===== src/rtl/core_sequencer.sv =====
// Multi-cycle control sequencer: owns PC and IR and walks each instruction through
// FETCH, DECODE, EXEC or MEM, plus HALT/resume. Optional retire counter: SEQ_RETIRE_CNT_EN.
module core_sequencer #(
    parameter int              PC_W     = 16,
    parameter logic [PC_W-1:0] RESET_PC = '0
) (
    input  logic            clk,
    input  logic            rst_n,
    input  logic [31:0]     instr_in,
    input  logic            imem_ready,
    input  logic            ldst,
    input  logic            snl,
    input  logic            halt,
    input  logic            en,
    input  logic            branch,
    input  logic            to_pc,
    input  logic            write_enable,
    input  logic            set_flags,
    input  logic            cond_true,
    input  logic [PC_W-1:0] branch_target,
    input  logic            dmem_ready,
    input  logic            resume,
    output logic [PC_W-1:0] pc,
    output logic [31:0]     ir,
    output logic            imem_req,
    output logic            dmem_req,
    output logic            dmem_we,
    output logic            rf_we,
    output logic            flags_we,
    output logic            halted,
    output logic [2:0]      state,
    output logic [31:0]     retired
);

    typedef enum logic [2:0] {
        S_IDLE   = 3'd0,
        S_FETCH  = 3'd1,
        S_DECODE = 3'd2,
        S_EXEC   = 3'd3,
        S_MEM    = 3'd4,
        S_HALT   = 3'd5
    } state_t;

    state_t          r_state;
    state_t          w_next;
    logic [PC_W-1:0] r_pc;
    logic [PC_W-1:0] w_pc_next;
    logic [PC_W-1:0] w_pc_inc;
    logic [31:0]     r_ir;
    logic            w_ir_load;
    logic            w_imem_req;
    logic            w_dmem_req;
    logic            w_dmem_we;
    logic            w_rf_we;
    logic            w_flags_we;
    logic            w_halted;

    assign w_pc_inc = r_pc + {{(PC_W-1){1'b0}}, 1'b1};

    always_ff @(posedge clk or negedge rst_n) begin
        if (!rst_n) begin
            r_state <= S_IDLE;
            r_pc    <= RESET_PC;
            r_ir    <= '0;
        end else begin
            r_state <= w_next;
            r_pc    <= w_pc_next;
            if (w_ir_load) begin
                r_ir <= instr_in;
            end
        end
    end

    always_comb begin
        w_next     = r_state;
        w_pc_next  = r_pc;
        w_ir_load  = 1'b0;
        w_imem_req = 1'b0;
        w_dmem_req = 1'b0;
        w_dmem_we  = 1'b0;
        w_rf_we    = 1'b0;
        w_flags_we = 1'b0;
        w_halted   = 1'b0;
        case (r_state)
            S_IDLE: begin
                w_next = S_FETCH;
            end
            S_FETCH: begin
                w_imem_req = 1'b1;
                if (imem_ready) begin
                    w_ir_load = 1'b1;
                    w_next    = S_DECODE;
                end
            end
            S_DECODE: begin
                if (halt) begin
                    w_next = S_HALT;
                end else if (ldst) begin
                    w_next = S_MEM;
                end else begin
                    w_next = S_EXEC;
                end
            end
            S_EXEC: begin
                w_rf_we    = write_enable & en;
                w_flags_we = set_flags & en;
                w_pc_next  = (to_pc | (branch & cond_true)) ? branch_target : w_pc_inc;
                w_next     = S_FETCH;
            end
            S_MEM: begin
                // Request strobes stay up through wait cycles; the load writeback
                // lands in the completing cycle.
                w_dmem_req = 1'b1;
                w_dmem_we  = snl;
                if (dmem_ready) begin
                    w_rf_we   = ~snl;
                    w_pc_next = w_pc_inc;
                    w_next    = S_FETCH;
                end
            end
            S_HALT: begin
                w_halted = 1'b1;
                if (resume) begin
                    w_pc_next = w_pc_inc;
                    w_next    = S_FETCH;
                end
            end
            default: begin
                w_next = S_IDLE;
            end
        endcase
    end

    // Gating with rst_n keeps every strobe low in the reset cycle itself.
    assign imem_req = rst_n & w_imem_req;
    assign dmem_req = rst_n & w_dmem_req;
    assign dmem_we  = rst_n & w_dmem_we;
    assign rf_we    = rst_n & w_rf_we;
    assign flags_we = rst_n & w_flags_we;
    assign halted   = rst_n & w_halted;

    assign pc    = r_pc;
    assign ir    = r_ir;
    assign state = r_state;

`ifdef SEQ_RETIRE_CNT_EN
    logic [31:0] r_retired;
    logic        w_retire;

    assign w_retire = (r_state == S_EXEC) | ((r_state == S_MEM) & dmem_ready);

    always_ff @(posedge clk or negedge rst_n) begin
        if (!rst_n) begin
            r_retired <= '0;
        end else if (w_retire) begin
            r_retired <= r_retired + 32'd1;
        end
    end

    assign retired = r_retired;
`else
    assign retired = '0;
`endif

endmodule


===== config.mk =====
export PLATFORM = sky130hd
export DESIGN_NAME = core_sequencer
export DESIGN_NICKNAME = d
export VERILOG_FILES = /design/src/rtl/core_sequencer.sv
export SDC_FILE = /design/constraint.sdc
export NUM_CORES = 1
export LEC_CHECK = 0
export ABC_AREA = 1
export ABC_CLOCK_PERIOD_IN_PS = 4100
export BUFFER_PORTS_ARGS = -buffer_cell sky130_fd_sc_hd__buf_2
export CAP_MARGIN = 20
export CORE_ASPECT_RATIO = 1.4
export CORE_UTILIZATION = 38
export CTS_BUF_LIST = sky130_fd_sc_hd__clkbuf_16
export DETAILED_ROUTE_END_ITERATION = 10
export PLACE_DENSITY = 0.72
export SLEW_MARGIN = 20
export SYNTH_ARGS = -nofsm -noshare
export SYNTH_HDL_FRONTEND = slang
export SYNTH_SLANG_ARGS = --single-unit

===== constraint.sdc =====
create_clock -name clk -period 4.1 [get_ports clk]
set_clock_uncertainty 0.1 [all_clocks]
set_input_delay 0.41 -clock clk [delete_from_list [all_inputs] [get_ports clk]]
set_output_delay 0.41 -clock clk [all_outputs]
set_load 0.02 [all_outputs]

==> results summary <==
During I/O placement, the number of pins put on the boundary was between 150 and 200. The reg2reg setup slack is 2.33 ns. The maximum VDD drop is 0.000353 V. By startpoint and endpoint, the worst setup path is classified as input pin to primary output.

The clock passes through at most 2 buffers. The sequential element share of the synthesized area came out at between 40% and 50%. The later pin in the worst-skew pair is clocked with a latency of around 0.28 ns. The count of pins over their slew limit is 0.

The CTS clock-pin slew for the worst setup and hold paths is about 0.060 ns. Data on the critical path is required at its endpoint by between 3 and 4 ns. The least setup slack across all paths after layout came out at 1.93 ns. The clock root buffer is sky130_fd_sc_hd__clkbuf_16.

The critical path goes through buf_2 > buf_4 > inv_1 > nor3_1 > buf_2. After detailed routing, the average wire length per cell comes to 11.5 um. The number of nets in the finished design came out at around 520.

The number of nets still failing antenna checks after routing is 0. The share of the clock period used by the worst path came out at a little over half. In this run the tool buffered the top-level ports with 118 buffer cells. After the flow finishes, the layout carries non-filler instances totaling 552. The via count of the first global-routing pass is 2231.

The number of synthesized register bits came out at 51. In this run, post-CTS hold repair placed 0 buffers. TritonCTS built the clock tree. The data arrival time at the worst-slack endpoint is 1.66 ns.

The share of layout cells above drive strength 1 came out at approximately two fifths. In this run, synthesis inferred 0 flip-flops with an integrated enable. The post-place setup slack came out at 1.85 ns. In the post-synthesis netlist, the biggest area contributors are sky130_fd_sc_hd__dfrtp_1 (42%), sky130_fd_sc_hd__mux2_4 (15%), sky130_fd_sc_hd__nand2_1 (8.7%). The number of gates resized after CTS was 0.

The area added between synthesis and finish is 21.9%. On the critical path the largest part of the delay comes from buffers and inverters. The fraction of registers with async set/reset is between 90% and 100%. The cell repeated most along the worst path is sky130_fd_sc_hd__buf_2. The distinct cell type count after synthesis came out at 32. The buffers inserted during post-CTS setup optimization came out at 0. The total die area came out at 8390 um^2. The clock period could shrink to 2.17 ns.

The kind of launch point of the worst setup path is an input pin. By count the netlist is led by sky130_fd_sc_hd__nand2_1 (71), sky130_fd_sc_hd__dfrtp_1 (51), sky130_fd_sc_hd__nor2_1 (43), sky130_fd_sc_hd__buf_4 (33), sky130_fd_sc_hd__mux2_4 (30). The maximum fanout along the worst path is between 50 and 60. The core region is 7750 um^2.

The critical path contains buffers and inverters numbering 4 combined. The standby leakage power is 2.10 nW. The number of antenna violations at the first check in global routing came out at 0. The H-tree was split into 2 levels. The worst setup path is captured at a primary output. The cell taking the most area after synthesis is sky130_fd_sc_hd__dfrtp_1. Setup repair after global routing left no endpoint under its margin. The final antenna diode count came out at 0.

The average footprint of a synthesized cell is approximately 9.1 um^2. For this block, the via count after detailed routing is 2513. The peak per-stage delay on the critical path came out at 0.51 ns. The initial core utilization is 39.4%. For this run, the leading register cell type out of synthesis is sky130_fd_sc_hd__dfrtp_1. The number of instances in the synthesized netlist came out at approximately 340. The timing-limited maximum frequency came out at 0.461 GHz. At the pin with the least slew margin, the transition time is 0.676 ns. The die is roughly 110 um tall.

The all-layer global routing usage is 15.5%. The total of warnings raised by yosys came out at 0. In this run, placement finished with an instance count of between 500 and 600.

The count of final hold-check violations is 0. The detailed-router iteration count before antenna repair came out at 4. The floorplan has 38 rows. The cell at the slowest stage of the critical path is sky130_fd_sc_hd__buf_4.

The number of remaining DRC errors came out at 0. The worst pin sits at a relative slew slack of 54.9%. The die width is 77.7 um. The maximum number of pins on one net before global-route repair is 53. Dividing total power by cell area gives a power density of 820 nW/um^2. The count of maximum capacitance violations is 0. The vias per cell is 4.55. The area share of the leading cell type in the synthesized netlist is 41.8%.

The detailed placer's ending HPWL is 4.78 mm. The first global-routing pass estimated approximately 10 mm of wire. Setup violations remaining at the end of the flow were counted as 0. The wire length reported by the detailed router came out at 6.36 mm.

Summed over all layers, the global routing overflow is 0. Among all cell types in the netlist, the one instantiated most often is sky130_fd_sc_hd__nand2_1. The synthesized cell area is 3050 um^2. The congestion estimate from routability-driven global placement came to 0.850. After the first detailed-routing iteration, the DRC count stood at 100. The worst hold path belongs to the class input pin to asynchronous set/reset pin. Summed over all failing endpoints, the final setup total negative slack is 0 ns. Counting the buffers created by CTS gives 5. The run finished with clean final reports. The clock drives about 50 sinks.
==> through the flow <==
stage	instance area, um^2	hold slack [ns]	total power [mW]	utilization, %
3_5_place_dp	3550	0.388	2.61	45.9
3_3_place_gp	3550	0.393	2.57	45.9
5_1_grt	3720	0.216	3.29	48.0
2_1_floorplan	3170	0.0144	2.23	-
4_1_cts	3720	0.173	3.09	48.0
6_report	3720	0.119	3.05	48.0
==> routing by layer <==
layer,share of wire (%),GRT usage [%]
met5,0,0
met2,52,27.1
met3,6.3,3.88
met1,41,18.4
met4,1.0,5.26
==> power by group <==
part | switching, mW | internal (mW)
Clock | 0.178 | 0.285
Combinational | 0.931 | 0.662
Sequential | 0.228 | 0.765
==> worst paths after layout <==
kind,start,end,cells after the start
worst max-delay path,rst_n,flags_we,5
worst min-delay path,rst_n,pc[14],2
worst max register to register,state[0],ir[10],4
worst min register to register,ir[19],ir[19],1
max in group asynchronous,rst_n,pc[1],2
min in group clk,instr_in[30],ir[30],2
==> sequential cells by signal, indices dropped and copies added, names as in the netlist <==
| register | count |
|---|---|
| pc | 16 |
| ir | 32 |
| state | 3 |
==> kinds of logic after synthesis <==
group                    Yosys count  synth area share (%)
AND/OR/NAND/NOR                  155                  22.5
buffers and inverters             71                  14.7
flip-flops                        51                  41.8
multiplexers                      32                  15.5
AO/OA/AOI/OAI                     22                  4.10
XOR/XNOR                           3                 0.862
adder cells (fa/ha/maj)            1                 0.410
other                              1                 0.123
==> layout by cell type (no fill, tap or decap), drive strengths merged <==
cell	n
clkbuf	5
nand3	23
buf	119
o41ai	1
nand3b	1
nand4	3
conb	32
a22oi	1
dfrtp	51
mux2	32
a31oi	1
nand2	76
o21ai	15
bufinv	1
inv	30
nor3	3
a21oi	1
clkinvlp	1
nor2	49
o211ai	2
a21o	1
ha	1
xor2	3
==> layout make-up <==
class                   count  area, um^2
fillers                   750        4030
multi-input cells         245        1440
flip-flops and latches     51        1280
repair buffers            119         598
clock buffers               5         125
well taps                 100         125
inverters                  30         113
clock inverters             2        37.5
Power figures use the tool's default switching activity.
